--- src/rtl/ubc_break_ctrl.sv ---
// ubc_break_ctrl: user-break matcher that raises IRQ on a bus-cycle match, holds it until acknowledged,
// then ignores matches for HOLDOFF enabled cycles.
module ubc_break_ctrl #(
  parameter int HOLDOFF = 8
) (
  input  logic        CLK,
  input  logic        RST_N,
  input  logic        CE_R,
  input  logic        RES_N,
  input  logic [31:0] BAR,
  input  logic [31:0] BAMR,
  input  logic [15:0] BBR,
  input  logic        MON_VALID,
  input  logic [31:0] MON_A,
  input  logic        MON_CPU,
  input  logic        MON_IF,
  input  logic        MON_WE,
  input  logic [1:0]  MON_SZ,
  input  logic        INT_ACK,
  output logic        IRQ,
  output logic [31:0] BRK_ADDR,
  output logic        BRK_FLAG,
  input  logic        FLAG_CLR
);
  typedef enum logic [1:0] {IDLE, PEND, HOLD} state_t;
  state_t state, state_nx;
  logic [7:0] cnt, cnt_nx;
  logic [1:0] cd, id, rw, sz;
  logic ena, addr_hit, cyc_hit, sz_hit, match, take;
  logic unused_bbr;
  assign {cd, id, rw, sz} = BBR[7:0];
  assign unused_bbr = ^BBR[15:8];
  assign ena      = |cd & |id & |rw;
  assign addr_hit = ((MON_A ^ BAR) & ~BAMR) == 32'd0;
  assign cyc_hit  = cd[~MON_CPU] & id[~MON_IF] & rw[MON_WE];
  // SZ codes 01/10/11 select byte/word/long, i.e. one above the MON_SZ encoding
  assign sz_hit   = (sz == 2'b00) | ({1'b0, sz} == {1'b0, MON_SZ} + 3'd1);
  assign match    = MON_VALID & ena & addr_hit & cyc_hit & sz_hit;
  assign take     = (state == IDLE) & match;
  always_ff @(posedge CLK or negedge RST_N) begin
    if (!RST_N) begin
      state <= IDLE;
      cnt   <= '0;
    end else if (CE_R) begin
      state <= RES_N ? state_nx : IDLE;
      cnt   <= RES_N ? cnt_nx : '0;
    end
  end
  always_comb begin
    state_nx = state;
    cnt_nx   = cnt;
    unique case (state)
      IDLE: state_nx = match ? PEND : IDLE;
      PEND: begin
        state_nx = INT_ACK ? HOLD : (ena ? PEND : IDLE);
        cnt_nx   = INT_ACK ? 8'(HOLDOFF - 1) : cnt;
      end
      HOLD: begin
        state_nx = (cnt == 8'd0) ? IDLE : HOLD;
        cnt_nx   = (cnt == 8'd0) ? cnt : cnt - 8'd1;
      end
      default: state_nx = IDLE;
    endcase
  end
  assign IRQ = (state == PEND);
  always_ff @(posedge CLK or negedge RST_N) begin
    if (!RST_N) begin
      BRK_ADDR <= '0;
      BRK_FLAG <= 1'b0;
    end else if (CE_R) begin
      BRK_ADDR <= !RES_N ? 32'd0 : (take ? MON_A : BRK_ADDR);
      BRK_FLAG <= RES_N & (take | (BRK_FLAG & ~FLAG_CLR));
    end
  end
endmodule

--- config.mk ---
export PLATFORM = sky130hd
export DESIGN_NAME = ubc_break_ctrl
export DESIGN_NICKNAME = d
export VERILOG_FILES = /design/src/rtl/ubc_break_ctrl.sv
export SDC_FILE = /design/constraint.sdc
export NUM_CORES = 1
export LEC_CHECK = 0
export ABC_AREA = 1
export CORE_MARGIN = 2
export CORE_UTILIZATION = 39
export DETAILED_ROUTE_END_ITERATION = 12
export PLACE_DENSITY = 0.81
export SLEW_MARGIN = 25
export SYNTH_ARGS = -nofsm -noshare
export SYNTH_HDL_FRONTEND = slang
export SYNTH_SLANG_ARGS = --single-unit
export TNS_END_PERCENT = 50
--- constraint.sdc ---
create_clock -name CLK -period 1.8 [get_ports CLK]
set_input_delay 0.36 -clock CLK [delete_from_list [all_inputs] [get_ports CLK]]
set_output_delay 0.36 -clock CLK [all_outputs]
set_load 0.02 [all_outputs]
After elaboration in Yosys (flattened, before gate mapping). Cells that the tools add are included.

Register bits after elaboration: 43. Latch bits: 0. RAM bits: 0. Memory bits (read-only): 0. Bits of input ports: 124. Output and inout bits: 34. Logic and storage cells: 62. Memories kept: 0.

Add/sub/neg operators: 2. $mul: 0. Div/mod/pow operators: 0. Magnitude comparators: 3. Equality and inequality tests: 7. Shifts and indexed selects: 0. Muxes and demuxes: 18. Bitwise operators: 19. Reduce and logical (&&, ||, !) cells: 9.

Operator list (count): 32-bit two-way mux (2); 32-bit AND (1); 32-bit zero test (1); 32-bit inverter (1); 32-bit XOR (1); 8-bit two-way mux (3); 8-bit one-hot mux with 2 select lines (1); 1-bit AND (11); 8-bit zero test (1); 1-bit two-way mux (8); 8-bit by 1-bit subtractor with 8-bit output, second input constant (1); 1-bit by 2-bit < comparator with 1-bit output, second input constant (3); 2-bit two-way mux (3); 3-bit != test, second input constant (2); 2-bit one-hot mux with 3 select lines (1); 2-bit OR reduction (3); 2-bit zero test (2); 4-bit AND reduction (1); 2-bit by 1-bit adder with 3-bit output, second input constant (1); 2-bit by 3-bit equality test with 1-bit output (1); 3-bit by 1-bit != test with 1-bit output, second input constant (1); 1-bit inverter (3); 2-bit by 1-bit equality test with 1-bit output, second input constant (1); 2-bit equality test, second input constant (1); 3 further kinds (4).

Depth between registers and ports, before layout.
Depth in word-level cells: 10. Gate-level depth with buffers: 15. Gate-level depth less buffers: 14.

Least setup slack after synthesis. No wires, ideal clock.

Path kind: in2reg. Start: input MON_SZ[0]. End: register BRK_ADDR[1]. Library setup time: 0.117 ns. Data arrival time: 1.544 ns. Required time: 1.683 ns. Slack: 0.139 ns. Stages on the path: 15. Buffers on the path: 1. Cell sequence: ha_1 > inv_1 > nor2_1 > nand2_1 > nand2_1 > nand2_1 > nor2_1 > nand2_1 > nor2_2 > nand3_2 > nand2_2 > nand2_4 > buf_6 > nand2_1 > nand2_1.

Cells in the longest elaborated chain, start to end: 7.

RTL lines: from (decl) (RTL line 18) `input logic [1:0] MON_SZ,`; 2-bit by 1-bit adder with 3-bit output (RTL line 37) `assign sz_hit = (sz == 2'b00) | ({1'b0, sz} == {1'b0, MON_SZ} + 3'd1);`; 2-bit by 3-bit equality test with 1-bit output (RTL line 37); 1-bit bitwise OR (RTL line 37); 1-bit AND (RTL line 38) `assign match = MON_VALID & ena & addr_hit & cyc_hit & sz_hit;`; 1-bit AND (RTL line 39) `assign take = (state == IDLE) & match;`; 2-bit by 1-bit != test with 1-bit output (no line); 2-bit AND reduction (no line); to (signal assigned) (RTL line 71) `BRK_ADDR <= !RES_N ? 32'd0 : (take ? MON_A : BRK_ADDR);`; to (decl) (RTL line 21) `output logic [31:0] BRK_ADDR,`.

Every way passes these cells. A chain may end at the register's enable or synchronous reset.

Worst setup path in the final report.
Start: input BAR[10]. End: register BRK_ADDR[16].

Cells in the longest elaborated chain, start to end: 9.

RTL lines: from (decl) (RTL line 10) `input logic [31:0] BAR,`; 32-bit XOR (RTL line 34) `assign addr_hit = ((MON_A ^ BAR) & ~BAMR) == 32'd0;`; 32-bit AND (RTL line 34); 32-bit zero test (RTL line 34); 1-bit AND (3 in series) (RTL line 38); 1-bit AND (RTL line 39); 2-bit by 1-bit != test with 1-bit output (no line); 2-bit AND reduction (no line).

Every way passes these cells.

==> results.md <==
- Slew @ Worst Pin: 556 ps
- Yosys warns: 0
- P_leak: 2.99 nW
- Maxcap violations: 0
- Finished Core Util: 71.5%
- PortBufs: 149
- Die ar.: between 8000 and 9000 sq um
- Critical Path RT: 1990 ps
- Initial antenna violation count: 0
- DIE HEIGHT: 89.8 um
- P_sw: 608 uW
- Most frequent cells in the layout: nand2_1, clkdlybuf4s50_1, inv_1
- DRT antenna net count: 0
- Residual DRC count: 0
- First-pass GRT wire length: 15100 um
- CTS tree: yes
- GR Overflow Total: 0
- Area growth syn-to-layout: 78.8%
- Worst Path Arrival: 1950 ps
- Worst setup slack after layout: about 36 ps
- Crit path time final: 1760 ps
- Ports: 158
- GRT Total Usage: approximately 23%
- CTS Buffer Depth: 2
- Mapped Nets: 569
- WL/cell: 13.2 um
- H-tree levels: 2
- Synth unique cells: 30
- Vias in the first global route: 3281
- Fin. Hold Viols: 0
- Syn Area/Cell: 6.49 sq um
- Largest net degree at the start of global routing: 34
- Synth Register Bits: 43
- Comb pwr share: 28.3%
- CTS buffer count: 5
- Initial Util: between 30% and 40%
- Crit Path Class: primary input to flip-flop
- Commonest non-fill, non-tap cell in the layout: nand2_1
- Hpwl dp: 7340 um
- Clock Skew: 4.03 ps
- Final setup fails: 0
- Startpoint types: primary input
- Ys async rst share: 100%
- Worst hold path type: primary input to async pin
- Slew HR: 62.9%
- Max Freq: 0.567 GHz
- Synth Instances: 442
- DR pass1 iterations: 4
- RD Place Congestion: 0.842
- Final nets: 763
- Root Buffer: clkbuf_8
- Starting DRT DRC Count: between 100 and 150
- Worst r2r src: cnt[0]
- CTS Hold Bufs: 0
- Max rail drop VDD: 0.000270 V
- Status: finished clean
- Sw Ratio: 27.8%
- Routed vias/inst: 4.64
- Pint: ~1.6 mW
- Register area share after synthesis: 37.5%
- Clock Power Share: 27.4%
- Reg power frac: 44.3%
- Rows: 31
- Worst-Skew Late Latency: 290 ps
- Pwr/cell area: 427 nW/um^2
- Final period utilization: 98.0%
- Design Power: 2.19 mW
- Reg clk slew, reported paths: 80 ps
- Endpoint class of the critical path: flip-flop
- Critical path launch point: BAR[10]
- Netlist Area Pre-Place: 2870 sq um
- Clock sink count: 43
- Setup slack at placement: -533 ps
- DR vias: between 3k and 4k
- # diodes: 0
- Layout fillers: 585
- Chip width: 89.8 um
- Fraction of layout cells with a size suffix above 1: 15.5%
- Fin. max-slew vios: 0
- Core Region: 7180 sq um
- Crit Path Max Fanout: 8
- EDFF count, synth: 0
- Top FF cell, synth: dfrtp_1
- Final wirelength: 9740 um
-- state kept, by name, summed over array words and instances (netlist names) --
signal    flops
BRK_ADDR     32
cnt           8
BRK_FLAG      1
state         2
-- worst paths after layout --
| check | cells past startpoint | to | slack [ps] |
|---|---|---|---|
| max in group asynchronous | 2 | BRK_ADDR[25] | 1240 |
| min | 1 | state[0] | 50 |
| max | 12 | BRK_ADDR[16] | 40 |
| min in group CLK | 3 | BRK_ADDR[25] | 420 |
| min reg2reg | 2 | BRK_ADDR[3] | 470 |
| max reg2reg | 8 | cnt[5] | 230 |
-- synth_stat cells, types with 3 or more instances --
master      n  area, sq um
nor3_1      3         15.0
dfrtp_1    43         1080
nor2_1     43          161
a21oi_1     5         25.0
nand2_1   166          623
inv_1      74          278
o22ai_1     3         18.8
buf_6       6         67.6
nand4_1     4         25.0
nand3b_1   10         75.1
ha_1        3         37.5
buf_2       3         15.0
nand3_1    49          245
or2_2       3         18.8
o21ai_0     8         40.0
-- worst max-delay path, cell delays in order --
cell and delay [ps]:
clkdlybuf4s50_1 480, nand2_1 60, nand3b_1 90, nand2_2 70
nor2_4 130, nand2_2 80, nor2_4 130, nand3_4 120
nand2_8 160, nand2_8 120, nand2_2 80, nand2_1 50
-- metal layers --
metal / wire length, um / GRT usage (%)
met5: 0 / 0
met4: 112 / 4.87
met3: 621 / 6.04
met2: 5040 / 42.0
met1: 3970 / 27.1
-- cells by family (layout without fill, tap and decap cells) --
family / Yosys count / count (layout) / synth area share, %
adder cells (fa/ha/maj): 3 / 3 / 1.31
AND/OR/NAND/NOR: 289 / 292 / 43.3
flip-flops: 43 / 43 / 37.5
buffers and inverters: 84 / 276 / 12.7
AO/OA/AOI/OAI: 22 / 22 / 4.93
XOR/XNOR: 1 / 1 / 0.305
-- what timing repair did --
item / 4_1_cts / 5_1_grt
buffers inserted: 1 / 0
endpoints found under the setup margin: 35 / 35
resized for setup: 51 / 64
cloned: 3 / 0
pin swaps: 23 / 36
-- metrics by stage --
stage | hold slack (ps) | TNS [ps] | std cells | instance area, sq um
after floorplan | 64.4 | 0 | 442 | 2870
after global placement | 372 | -15770 | 724 | 4760
after detailed placement | 377 | -17200 | 724 | 4760
after CTS | 58.6 | -5.70 | 736 | 4960
after global routing | 84.6 | -129 | 736 | 5130
final | 47.4 | 0 | 736 | 5130
-- power by group through the flow --
stage	sequential [mW]	clock (mW)	combinational (mW)
6_report	0.970	0.600	0.618
3_3_place_gp	0.989	0	0.573
4_1_cts	0.970	0.609	0.611
2_1_floorplan	0.989	0	0.181
5_1_grt	0.971	0.639	0.679
3_5_place_dp	0.989	0	0.588
-- cell type report --
cell class	instances	area, sq um	share of cell area (%)
tap	99	124	2.42
multi-input combinational	318	1650	32.1
clock inverter	2	12.5	0.244
inverter	75	284	5.54
timing repair buffer	193	1910	37.3
clock buffer	6	72.6	1.41
sequential	43	1080	21.0
(Power assumes the default switching activity.)
